[config.mk]
export PLATFORM = sky130hd
export DESIGN_NAME = typing_engine
export DESIGN_NICKNAME = d
export VERILOG_FILES = /design/src/rtl/typing_pkg.sv /design/src/rtl/sat_counter.sv /design/src/rtl/typing_engine.sv
export SDC_FILE = /design/constraint.sdc
export NUM_CORES = 1
export LEC_CHECK = 0
export ABC_AREA = 0
export ABC_CLOCK_PERIOD_IN_PS = 4410
export CORE_MARGIN = 2
export CORE_UTILIZATION = 41
export DETAILED_ROUTE_END_ITERATION = 12
export PLACE_DENSITY_LB_ADDON = 0.05
export SYNTH_ARGS = -nofsm -noshare
export SYNTH_HDL_FRONTEND = slang
export SYNTH_SLANG_ARGS = --single-unit
[constraint.sdc]
create_clock -name clk_i -period 4.41 [get_ports clk_i]
set_input_delay 1.1025 -clock clk_i [delete_from_list [all_inputs] [get_ports clk_i]]
set_output_delay 1.1025 -clock clk_i [all_outputs]
set_load 0.03 [all_outputs]
[src/rtl/typing_pkg.sv]
// Shared constants, key-kind codes and FSM state type for the typing engine.
package typing_pkg;

   localparam int unsigned CHAR_W   = 5;
   localparam int unsigned MAX_LEN  = 25;
   localparam int unsigned WORD_MAX = 15;
   localparam int unsigned TOT_W    = 5;
   localparam int unsigned WORDS_W  = 10;
   localparam int unsigned CHARS_W  = 14;
   localparam int unsigned ERRS_W   = 10;

   localparam logic [1:0] KEY_LETTER = 2'd0;
   localparam logic [1:0] KEY_SPACE  = 2'd1;
   localparam logic [1:0] KEY_BACK   = 2'd2;

   localparam logic [CHAR_W-1:0] CHAR_BLANK = '0;
   localparam logic [CHAR_W-1:0] CHAR_LAST  = 5'd26;
   localparam logic [TOT_W-1:0]  TOT_FULL   = 5'd25;

   typedef enum logic [1:0] {StIdle, StTyping, StAdvance} state_e;

   function automatic logic is_letter(logic [CHAR_W-1:0] c);
      return (c != CHAR_BLANK) && (c <= CHAR_LAST);
   endfunction

endpackage

[src/rtl/sat_counter.sv]
// Saturating up-counter with synchronous clear and a variable increment amount.
module sat_counter #(
   parameter int unsigned Width = 10
) (
   input  logic             clk_i,
   input  logic             rst_ni,
   input  logic             clr_i,
   input  logic [Width-1:0] amt_i,
   output logic [Width-1:0] count_o
);

   logic [Width-1:0] cnt_q, cnt_d;
   logic [Width:0]   sum;

   always_comb begin
      sum = {1'b0, cnt_q} + {1'b0, amt_i};
      if (clr_i) begin
         cnt_d = '0;
      end else if (sum[Width]) begin
         cnt_d = '1;
      end else begin
         cnt_d = sum[Width-1:0];
      end
   end

   always_ff @(posedge clk_i or negedge rst_ni) begin
      if (!rst_ni) begin
         cnt_q <= '0;
      end else begin
         cnt_q <= cnt_d;
      end
   end

   assign count_o = cnt_q;

endmodule

[src/rtl/typing_engine.sv]
// Keystroke engine: maintains the typed buffer, matching prefix and round statistics
// for the renderer and WPM/accuracy logic.
module typing_engine
   import typing_pkg::*;
(
   input  logic                        clk_i,
   input  logic                        rst_ni,
   input  logic                        game_en_i,
   input  logic                        key_valid_i,
   output logic                        key_ready_o,
   input  logic [1:0]                  key_kind_i,
   input  logic [CHAR_W-1:0]           key_code_i,
   input  logic [WORD_MAX*CHAR_W-1:0]  target_word_i,
   input  logic [TOT_W-1:0]            target_len_i,
   output logic [MAX_LEN*CHAR_W-1:0]   type_o,
   output logic [TOT_W-1:0]            tot_o,
   output logic [TOT_W-1:0]            correct_o,
   output logic                        next_word_o,
   output logic [WORDS_W-1:0]          words_done_o,
   output logic [CHARS_W-1:0]          chars_ok_o,
   output logic [ERRS_W-1:0]           errors_o
);

   state_e                      state_q, state_d;
   logic [MAX_LEN*CHAR_W-1:0]   type_q, type_d;
   logic [TOT_W-1:0]            tot_q, tot_d;
   logic [TOT_W-1:0]            correct_q, correct_d;
   logic                        next_word_q, next_word_d;
   logic                        key_ready;
   logic                        cnt_clr;
   logic [WORDS_W-1:0]          words_amt;
   logic [CHARS_W-1:0]          chars_amt;
   logic [ERRS_W-1:0]           errs_amt;
   logic [CHAR_W-1:0]           tgt_char;
   logic [TOT_W-1:0]            tot_m1;

   always_comb begin
      tgt_char = CHAR_BLANK;
      for (int unsigned i = 0; i < WORD_MAX; i++) begin
         if (TOT_W'(i) == tot_q) tgt_char = target_word_i[i*CHAR_W +: CHAR_W];
      end
   end

   assign tot_m1 = tot_q - 1'b1;

   always_comb begin
      state_d     = state_q;
      type_d      = type_q;
      tot_d       = tot_q;
      correct_d   = correct_q;
      next_word_d = 1'b0;
      key_ready   = 1'b0;
      cnt_clr     = 1'b0;
      words_amt   = '0;
      chars_amt   = '0;
      errs_amt    = '0;

      if (!game_en_i) begin
         // Counters hold for the results screen; only the buffer is wiped.
         state_d   = StIdle;
         type_d    = '0;
         tot_d     = '0;
         correct_d = '0;
      end else begin
         unique case (state_q)
            StIdle: begin
               type_d    = '0;
               tot_d     = '0;
               correct_d = '0;
               cnt_clr   = 1'b1;
               state_d   = StTyping;
            end
            StAdvance: state_d = StTyping;
            StTyping: begin
               key_ready = 1'b1;
               if (key_valid_i) begin
                  case (key_kind_i)
                     KEY_LETTER: begin
                        if (is_letter(key_code_i)) begin
                           if (tot_q == TOT_FULL) begin
                              errs_amt = ERRS_W'(1);
                           end else begin
                              for (int unsigned i = 0; i < MAX_LEN; i++) begin
                                 if (TOT_W'(i) == tot_q) type_d[i*CHAR_W +: CHAR_W] = key_code_i;
                              end
                              tot_d = tot_q + 1'b1;
                              if (correct_q == tot_q && tot_q < target_len_i &&
                                  key_code_i == tgt_char) begin
                                 correct_d = correct_q + 1'b1;
                              end else begin
                                 errs_amt = ERRS_W'(1);
                              end
                           end
                        end
                     end
                     KEY_SPACE: begin
                        if (tot_q == target_len_i && correct_q == target_len_i) begin
                           type_d      = '0;
                           tot_d       = '0;
                           correct_d   = '0;
                           words_amt   = WORDS_W'(1);
                           chars_amt   = CHARS_W'(target_len_i) + CHARS_W'(1);
                           next_word_d = 1'b1;
                           state_d     = StAdvance;
                        end else begin
                           errs_amt = ERRS_W'(1);
                        end
                     end
                     KEY_BACK: begin
                        if (tot_q != '0) begin
                           for (int unsigned i = 0; i < MAX_LEN; i++) begin
                              if (TOT_W'(i) == tot_m1) type_d[i*CHAR_W +: CHAR_W] = CHAR_BLANK;
                           end
                           tot_d = tot_m1;
                           if (correct_q == tot_q) correct_d = correct_q - 1'b1;
                        end
                     end
                     default: ;
                  endcase
               end
            end
            default: state_d = StIdle;
         endcase
      end
   end

   always_ff @(posedge clk_i or negedge rst_ni) begin
      if (!rst_ni) begin
         state_q     <= StIdle;
         type_q      <= '0;
         tot_q       <= '0;
         correct_q   <= '0;
         next_word_q <= 1'b0;
      end else begin
         state_q     <= state_d;
         type_q      <= type_d;
         tot_q       <= tot_d;
         correct_q   <= correct_d;
         next_word_q <= next_word_d;
      end
   end

   sat_counter #(.Width(WORDS_W)) u_words (
      .clk_i   (clk_i),
      .rst_ni  (rst_ni),
      .clr_i   (cnt_clr),
      .amt_i   (words_amt),
      .count_o (words_done_o)
   );

   sat_counter #(.Width(CHARS_W)) u_chars (
      .clk_i   (clk_i),
      .rst_ni  (rst_ni),
      .clr_i   (cnt_clr),
      .amt_i   (chars_amt),
      .count_o (chars_ok_o)
   );

   sat_counter #(.Width(ERRS_W)) u_errs (
      .clk_i   (clk_i),
      .rst_ni  (rst_ni),
      .clr_i   (cnt_clr),
      .amt_i   (errs_amt),
      .count_o (errors_o)
   );

   assign key_ready_o = key_ready;
   assign type_o      = type_q;
   assign tot_o       = tot_q;
   assign correct_o   = correct_q;
   assign next_word_o = next_word_q;

endmodule

==> flow_metrics.tcl <==
set metrics [dict create \
    hold_path_class "register to register" \
    ys_seq_elements 172 \
    post-route-cell-area_um2 13600 \
    maxCapViolations 0 \
    slew_headroom_pct 31.9 \
    ys_seq_area_share_pct 45.4 \
    fin_nets 1343 \
    htreeDepth 4 \
    synth_edf_count 0 \
    finClkSkew_ns 0.0169 \
    place_hpwl_um 22800 \
    ys_warn_count 0 \
    vias 8357 \
    die_h_um 156 \
    crit_chain "clkdlybuf4s50_1 > inv_1 > a21o_1 > a2111oi_0 > buf_4 > nor4_1 > o22ai_2 > mux2i_1 > buf_4 > a2111oi_4 > a311o_1 > o21ai_1 > ha_1 > ha_1 > and3_1 > buf_4 > nor3b_1 > nor3_1" \
    std_cell_rows 55 \
    clkLatencyLatePin_ns 0.44 \
    powerDensity_nw_per_um2 318 \
    syn-mean-instance-area_um2 10.4 \
    cts_buffer_depth 2 \
    min_period_ns 4.17 \
    syn_nets 1031 \
    drt_wl_total_um 31500 \
    critPathKind "primary input to register" \
    clkSlewWorstSetupHoldPaths_ns 0.08 \
    tightest_slew_ns 1.01 \
    nFillCells 1956 \
    worst_path_largest_cell_delay_ns 0.46 \
    outcome "finished clean" \
    max_freq_mhz 240 \
    irDropWorstVdd_uv 238 \
    hold-path-cell-count 1 \
    dieArea_um2 24400 \
    grt_pass1_vias 8361 \
    netlist-cell-type-count 70 \
    final_common_cell "clkdlybuf4s50_1" \
    drc 0 \
    crit_top_cell "buf_4" \
    slew_violations 0 \
    p_leak_nw 6.18 \
    layout_common_cells "clkdlybuf4s50_1 (260), dfrtp_1 (172), mux2_2 (125), buf_4 (82), a21oi_1 (78)" \
    antenna_left 0 \
    hold_viol_final 0 \
    coreArea_um2 22600 \
    cts-root-buf "clkbuf_16" \
    cts_resized 0 \
    cp_max_fo 4 \
    via_per_inst 5.50 \
    multi_input_area_um2 4840 \
    cts_tree "done" \
    drtIter0Drc 551 \
    area_growth_pct 43.0 \
    synth_ff_type "dfrtp_1" \
    drt_pre_antenna_iters 7 \
    required_ns 4.72 \
    worstPathArrival_ns 4.48 \
    setup_viol 0 \
    die_w_um 156 \
    antenna_found_initial 0 \
    seqCellArea_um2 4300 \
    grt.overflow.total 0 \
    clock_sinks 172 \
    cts-hold-fix-buffers 0 \
    wire_per_inst_um 20.7 \
    place_congestion 0.970 \
    finalSetupTns_ns 0 \
    grt_usage_pct 25.9 \
    portBuffers 261 \
    slowest_stage "clkdlybuf4s50_1" \
    final_layout_size_suffix_gt1_share_pct 21.6 \
    floorplan.initialDensity_pct 41.9 \
    cts_buffers 17 \
    crit_path_start_kind "primary input" \
    total_power_mw 4.31 \
    num_antenna_cells 0 \
    io-pin-count 262 \
    grt_max_degree 72 \
    post_cts_buffers 0 \
    min_period_over_period_pct 94.6 \
    syn_area_um2 9480 \
    placed_cell_area_um2 12900 \
    end_kind "register" \
    grt_pass1_wl_um 48300 \
    rr_worst_depth 19 \
    async_flop_share_pct 100 \
    synth_cells 909 \
]
registers in the layout, summed over array words and instances (netlist names):
| name | cells |
|---|---|
| type_o | 125 |
| u_chars.count_o | 14 |
| u_errs.count_o | 10 |
| u_words.count_o | 10 |
| correct_o | 5 |
| tot_o | 5 |
| state_q | 2 |
| next_word_o | 1 |
metal layers:
metal  wire (um)  track usage (%)  up-vias
li1            -                -     3923
met1       13900             35.2     4051
met2       14200             39.9      342
met3        2760             7.72       41
met4         630             8.04        0
met5           0                0        -
cells by family after synthesis:
kind of cell	synth area share [%]
adder cells (fa/ha/maj)	4.25
XOR/XNOR	3.51
AO/OA/AOI/OAI	15.4
multiplexers	15.7
AND/OR/NAND/NOR	11.8
flip-flops	45.4
buffers and inverters	3.91
cell type report:
| cell class | count | area share [%] |
|---|---|---|
| well taps | 285 | 2.63 |
| multi-input cells | 642 | 35.7 |
| flip-flops and latches | 172 | 31.7 |
| clock inverters | 15 | 1.42 |
| repair buffers | 346 | 24.3 |
| clock buffers | 17 | 3.14 |
| inverters | 42 | 1.16 |
worst max-delay path, delay by kind of cell:
family / cells / cell delay [ns]
simple gates: 4 / 0.47
fa+ha+maj: 2 / 0.41
mux: 1 / 0.09
compound gates: 6 / 1.44
buf+inv: 5 / 0.96
worst paths after layout:
check / start / to / slack, ns
max in group asynchronous: rst_ni / u_errs.count_o[0] / 2.89
max: target_word_i[24] / u_errs.count_o[9] / 0.24
min: type_o[62] / type_o[62] / 0.51
min reg2reg: type_o[62] / type_o[62] / 0.51
min in group asynchronous: rst_ni / next_word_o / 0.66
max reg2reg: tot_o[0] / u_errs.count_o[9] / 0.31
stage by stage:
stage               setup slack (ns)  util, %  hold slack [ns]  cells
detailed placement            -0.278     57.1            0.492   1487
global route                 -0.0164     59.9            0.518   1519
global placement              -0.170     57.1            0.486   1487
CTS                            0.184     59.8            0.508   1519
finish                         0.237     59.9            0.507   1519
floorplan                     0.0306        -            0.492    909
power by group:
group | switching, mW | internal (mW) | total [mW] | leakage, nW
logic | 0.611 | 0.466 | 1.08 | 3.52
registers | 0.0403 | 1.64 | 1.68 | 2.36
clock network | 0.782 | 0.776 | 1.56 | 0.295
cells in the mapped netlist, drive strengths merged (2+ instances only):
cell type,instances,share of area (%)
nand2,35,1.4
a31o,4,0.46
a31oi,32,2.1
a2111oi,2,0.38
a22oi,3,0.24
o221ai,10,0.92
a21oi,80,4.2
inv,42,1.7
mux2i,5,0.53
and4b,2,0.21
fa,2,0.42
a21boi,2,0.20
nor3b,5,0.40
dfrtp,172,45
o21bai,3,0.24
ha,29,3.8
or3,4,0.26
o21ai,25,1.3
a21o,10,0.79
and3,12,0.79
clkbuf,39,1.5
o22ai,11,0.79
a22o,2,0.18
nor3,28,1.7
buf,14,0.70
nor2b,17,1.1
or4,2,0.16
nand2b,10,0.66
o21a,4,0.32
or2,2,0.13
mux2,128,15
and2,9,0.59
a221oi,9,0.83
a211oi,7,0.61
o32ai,9,0.83
nand3,15,0.79
nand4,5,0.33
xnor2,25,2.3
nor4,4,0.26
nor2,62,2.5
xor2,13,1.2
Note: power is estimated with default switching activity, not from simulation.
